**src/rtl/prog_clock_divider.sv**
```systemverilog
// Purpose : programmable divide-by-M enable generator (pulse tick or 50% square output).
// Latency : Tick/Y rise one cycle after the edge that samples cnt == m_act-1.
// Backpressure: none; En low freezes the phase, Restart reloads it (Restart wins).
module prog_clock_divider #(
    parameter int WIDTH       = 8,
    parameter int DEFAULT_DIV = 16
) (
    input  logic             Clock,
    input  logic             Reset,
    input  logic             En,
    input  logic             Restart,
    input  logic             Mode,
    input  logic [WIDTH-1:0] Div_sel,
    output logic [WIDTH-1:0] Count,
    output logic             Tick,
    output logic             Y
);

    logic [WIDTH-1:0] cnt,    cnt_nxt;
    logic [WIDTH-1:0] m_act,  m_act_nxt;
    logic             tick_r, tick_nxt;
    logic             y_sq,   y_sq_nxt;
    logic [WIDTH-1:0] m_act_m1;
    logic             parked;
    logic             wrap;

    // Terminal count; only meaningful while the divider is not parked (m_act != 0).
    always_comb begin
        parked   = (m_act == '0);
        m_act_m1 = m_act - WIDTH'(1);
        wrap     = !parked && (cnt == m_act_m1);
    end

    // Next-state: Restart over En; the divisor is only resampled at a wrap,
    // a Restart or while parked, so a running period always finishes with the old M.
    always_comb begin
        cnt_nxt   = cnt;
        m_act_nxt = m_act;
        tick_nxt  = 1'b0;
        y_sq_nxt  = y_sq;
        if (Restart) begin
            cnt_nxt   = '0;
            m_act_nxt = Div_sel;
            y_sq_nxt  = 1'b0;
        end else if (En) begin
            if (parked) begin
                cnt_nxt   = '0;
                m_act_nxt = Div_sel;
            end else if (wrap) begin
                cnt_nxt   = '0;
                m_act_nxt = Div_sel;
                tick_nxt  = 1'b1;
                y_sq_nxt  = ~y_sq;
            end else begin
                cnt_nxt   = cnt + WIDTH'(1);
            end
        end
    end

    // State registers; reset aborts any partial period immediately.
    always_ff @(posedge Clock or negedge Reset) begin
        if (!Reset) begin
            cnt    <= '0;
            m_act  <= WIDTH'(DEFAULT_DIV);
            tick_r <= 1'b0;
            y_sq   <= 1'b0;
        end else begin
            cnt    <= cnt_nxt;
            m_act  <= m_act_nxt;
            tick_r <= tick_nxt;
            y_sq   <= y_sq_nxt;
        end
    end

    // Outputs are straight from flops; Y is a plain mux so Mode adds no latency.
    assign Count = cnt;
    assign Tick  = tick_r;
    assign Y     = Mode ? y_sq : tick_r;

endmodule
```
**config.mk**
```make
export PLATFORM = sky130hd
export DESIGN_NAME = prog_clock_divider
export DESIGN_NICKNAME = d
export VERILOG_FILES = /design/src/rtl/prog_clock_divider.sv
export SDC_FILE = /design/constraint.sdc
export NUM_CORES = 1
export LEC_CHECK = 0
export ABC_CLOCK_PERIOD_IN_PS = 5480
export CORE_MARGIN = 5
export CORE_UTILIZATION = 51
export DETAILED_ROUTE_END_ITERATION = 6
export PLACE_DENSITY_LB_ADDON = 0.25
export SETUP_SLACK_MARGIN = 0.15
export SLEW_MARGIN = 20
export SYNTH_ARGS = -nofsm -noshare
export SYNTH_HDL_FRONTEND = slang
export SYNTH_SLANG_ARGS = --single-unit
```
**constraint.sdc**
```tcl
create_clock -name Clock -period 5.48 [get_ports Clock]
set_input_delay 0.822 -clock Clock [delete_from_list [all_inputs] [get_ports Clock]]
set_output_delay 0.822 -clock Clock [all_outputs]
set_load 0.03 [all_outputs]
```
Word level (Yosys, flattened, before mapping)
Index checks and enable logic that the tools add are counted.
{"block": "classes", "bitwise_logic": 1, "reduce_logical": 8, "addsub": 2, "n_eq_ne": 2, "mux": 17}
{"cell": "$mux 8", "n": 8}
{"cell": "$mux 1", "n": 9}
{"cell": "$add 8x1->8 const B", "n": 1}
{"cell": "$eq 8x8->1", "n": 1}
{"cell": "$logic_not 8->1", "n": 1}
{"cell": "$sub 8x1->8 const B", "n": 1}
{"cell": "$reduce_bool 2->1", "n": 2}
{"cell": "$reduce_and 3->1", "n": 1}
{"cell": "$reduce_bool 3->1", "n": 1}
{"cell": "$ne 2x2->1 const B", "n": 1}
{"cell": "$reduce_and 2->1", "n": 1}
{"cell": "$logic_and 1x1->1", "n": 1}
{"cell": "$logic_not 1->1", "n": 1}
{"cell": "$not 1->1", "n": 1}
{"block": "word_totals", "register_bits": 18, "in_bits": 13, "output_inout_bits": 10, "elab_cells": 34}

Logic depth before layout (Yosys ltp)
{"block": "depth", "depth_word": 7, "mapped_depth": 10}

Worst setup path after synthesis
OpenSTA, ideal clock, no wires.
{"block": "synth_timing", "path_kind": "register to register", "startpoint": "register m_act[0]", "endpoint": "register m_act[1]", "arrival_ns": 2.488, "path_stages_with_launch": 11, "t_required_ns": 5.355, "slack_ns": 2.867, "setup_time_ns": 0.125, "cell_sequence": "dfrtp_1 > clkbuf_1 > inv_1 > ha_1 > and2b_1 > or3_1 > a31o_2 > nor4_4 > a21oi_2 > buf_6 > mux2_4"}
{"block": "synth_between", "elab_chain_len": 5}
{"item": "start, declared", "line_no": "20", "source": "logic [WIDTH-1:0] m_act, m_act_nxt;"}
{"item": "start signal, assigned", "line_no": "64", "source": "m_act <= WIDTH'(DEFAULT_DIV);"}
{"item": "start signal, assigned", "line_no": "69", "source": "m_act <= m_act_nxt;"}
{"item": "$sub 8x1->8 / $logic_not 8->1 (equally long branches)", "line_no": "30, 29"}
{"item": "$eq 8x8->1 / $logic_not 1->1 (equally long branches)", "line_no": "31", "source": "wrap = !parked && (cnt == m_act_m1);"}
{"item": "$logic_and 1x1->1", "line_no": "31"}
{"item": "$reduce_bool 3->1 (no source line)"}
{"item": "$reduce_and 2->1 (no source line)"}
Several ways; a longest one is shown, not always the timed one. The select of a mux whose other input is x is not followed.
A chain may end at the register's enable or synchronous reset.

Worst setup path in the final report
{"block": "layout_timing", "startpoint": "input Mode", "endpoint": "output Y"}
{"block": "layout_between", "elab_chain_len": 1}
{"item": "start, declared", "line_no": "12", "source": "input logic Mode,"}
{"item": "$mux 1", "line_no": "78", "source": "assign Y = Mode ? y_sq : tick_r;"}
{"item": "end, declared", "line_no": "16", "source": "output logic Y"}
Every way passes these cells.

==> impl_metrics.yaml <==
timing:
  hold_viol: 0
  fmax_mhz: 330.3
  slew_violations: 0
  setup_violations: 0
  period_share: 0.5524
  setup_tns_ns: 0
  slew-limit-headroom: 0.4500
  setup_ws_ns: 2.453
  period_minus_slack_ns: 3.027
  finalClockSkew_ns: 0.008148
  tightest_slew_ns: 0.8224
  rsz0062_at_grt: "no"
synth:
  syn-cell-area_sq_mm: 0.001244
  synthFlopType: "dfrtp_1"
  synth_warnings: 0
  yosysSeqAreaShare: 0.3632
  avgSynthCellArea_sq_um: 9.793
  async_reset_ff_frac: 1.000
  synth_edf_count: 0
  ys_types: 47
  syn_nets: 143
  synth_cells: 127
  yosys_register_bits: 18
cells_and_area:
  nFillCells: 181
  final_cell_mix: "clkdlybuf4s50_1 (22), dfrtp_1 (17), nand2_1 (10)"
  n_antenna_cell: 0
  layout-drive-gt1-share: 0.1622
  final_common_cell: "clkdlybuf4s50_1"
  register_area_sq_um: 451.7
  multiInputGateArea_sq_um: 750.7
  nets: 165
  synthToLayoutAreaGrowth_pct: 21.33
pwr:
  power.density_mw_per_mm2: 225.9
  ir_drop_mv: 0.1351
  power.leakage_nw: 0.6164
placed_design:
  hpwl_mm: 2.296
  pre_cts_ws_ns: 2.451
  io_buffers: 22
  place_congestion: 0.8750
worst_setup_path:
  cp_num_buf_inv: 2
  crit_path_cell_trace: "clkdlybuf4s50_1 -> mux2_2 -> clkdlybuf4s50_1"
  cpMaxStageDelayCell: "clkdlybuf4s50_1"
  slowest_delay_ns: 0.59
  cp-start-kind: "input port"
  arrival_ns: 2.21
  path_max_fanout: 1
  crit_type: "input port to output port"
  crit_path_end_kind: "output port"
  crit_top_cell: "clkdlybuf4s50_1"
  cp_top_family: "buffers and inverters"
  cp.required_ns: 4.66
detailed_routing:
  drtIter0Drc: 69
  wl_per_cell_um: 17.46
  drtPass1Iterations: 4
  wl_mm: 3.073
  drc: 0
  antenna_left: 0
  viasPerCell: 6.352
  vias: 1118
clocking:
  cts_buffer_depth: 2
  clock-sinks: 18
  clk_pin_slew_ns: 0.11
  htreeDepth: 1
  clk_root_buffer_cell: "clkbuf_4"
  clock_latency_ns: 0.31
  cts_tree: "built"
  post_cts_buffers: 0
  post_cts_resized: 0
  hold_buffers: 0
  numCtsBuffers: 3
floorplanning:
  core_sq_mm: 0.002276
  io-pin-count: 23
  initial_utilization: 0.5465
  die_area_sq_mm: 0.003526
  fp-row-count: 17
  fp.dieH_um: 59.38
  die_x_um: 59.38
global_route:
  grt_max_degree: 19
  antenna_found_initial: 0
  grt_pass1_wl_mm: 5.168
  overflow: 0
  grt_pass1_vias: 1158
  track_usage: 0.1914
flow_run:
  drv_cap: 0
outcome:
  status: "finished clean"
hold_path:
  hold_path_class: "flop to flop"
worst register-to-register path, delay by kind of cell, from the launching register on:
family                     cells  cell delay (ns)
AOI/OAI and AO/OA              3             1.28
adders and majority gates      1             0.31
buffers and inverters          1             0.14
DFF                            1             0.50
muxes                          1             0.41
and+or+nand+nor                2             0.23
synthesized netlist by cell type, types with 2 or more instances:
| cell type | number | area [sq um] |
|---|---|---|
| dfrtp_1 | 17 | 425.4 |
| nand2_1 | 10 | 37.54 |
| nor2_1 | 8 | 30.03 |
| xnor2_1 | 7 | 61.31 |
| nor3_1 | 6 | 30.03 |
| mux2_4 | 5 | 75.07 |
| clkbuf_1 | 4 | 15.01 |
| inv_1 | 4 | 15.01 |
| mux2_2 | 4 | 45.04 |
| o21ai_0 | 4 | 20.02 |
| or3_1 | 4 | 25.02 |
| and2_1 | 3 | 18.77 |
| ha_1 | 3 | 37.54 |
| nand4_1 | 3 | 18.77 |
| nor2b_1 | 3 | 18.77 |
| o2bb2ai_1 | 3 | 26.28 |
| or2_2 | 3 | 18.77 |
| a21boi_0 | 2 | 15.01 |
| a21oi_1 | 2 | 10.01 |
| a311o_1 | 2 | 20.02 |
| a31o_2 | 2 | 17.52 |
| o31ai_1 | 2 | 15.01 |
| xor2_1 | 2 | 17.52 |
per-stage QoR:
step / instance area [sq um] / cells / utilization / total power [mW] / hold slack (ns)
after detailed placement: 1473 / 172 / 0.6471 / 0.2570 / 0.5610
after global placement: 1473 / 172 / 0.6471 / 0.2518 / 0.5526
final: 1509 / 176 / 0.6630 / 0.3409 / 0.5849
after floorplan: 1244 / 127 / - / 0.2243 / 0.5248
after global routing: 1509 / 176 / 0.6630 / 0.3560 / 0.6167
after CTS: 1509 / 176 / 0.6630 / 0.3410 / 0.5864
registers in the layout (all words and copies together) (netlist names):
| signal | flops |
|---|---|
| m_act | 8 |
| Tick | 1 |
| y_sq | 1 |
| Count | 8 |
area by class of cell:
class | count | area share
well taps | 28 | 0.02322
repair buffers | 22 | 0.1459
flip-flops and latches | 18 | 0.2993
multi-input cells | 100 | 0.4975
clock buffers | 4 | 0.02405
inverters | 4 | 0.009950
logic make-up (layout without fill, tap and decap cells):
kind of cell    after synthesis  after routing  synth area share
simple gates                 50             50            0.2314
flops                        18             18            0.3632
compound gates               29             29            0.1821
mux                           9              9           0.09658
xor+xnor                      9              9           0.06338
buf+inv                       9             30           0.03319
fa+ha+maj                     3              3           0.03018
routing by layer:
metal  part of all wire  global-route usage
met5                  0                   0
met2               0.52              0.3229
met3              0.064             0.04357
met4              0.022             0.05825
met1               0.40              0.2412
report_power, final:
group | internal [mW] | switching [mW]
clock network | 0.0406 | 0.0450
logic | 0.0471 | 0.0472
registers | 0.143 | 0.0181
final timing paths:
path	from	to	slack, ns	cells past startpoint
worst max-delay path	Mode	Y	2.45	3
worst min-delay path	m_act[7]$_DFFE_PN0P_	m_act[7]$_DFFE_PN0P_	0.58	1
worst max register to register	m_act[0]$_DFFE_PN0P_	m_act[0]$_DFFE_PN0P_	2.50	8
worst min register to register	m_act[7]$_DFFE_PN0P_	m_act[7]$_DFFE_PN0P_	0.58	1
max in group asynchronous	Reset	Count[3]$_DFFE_PN0P_	3.99	1
min in group asynchronous	Reset	m_act[5]$_DFFE_PN0P_	0.97	1
Power figures use the tool's default switching activity.
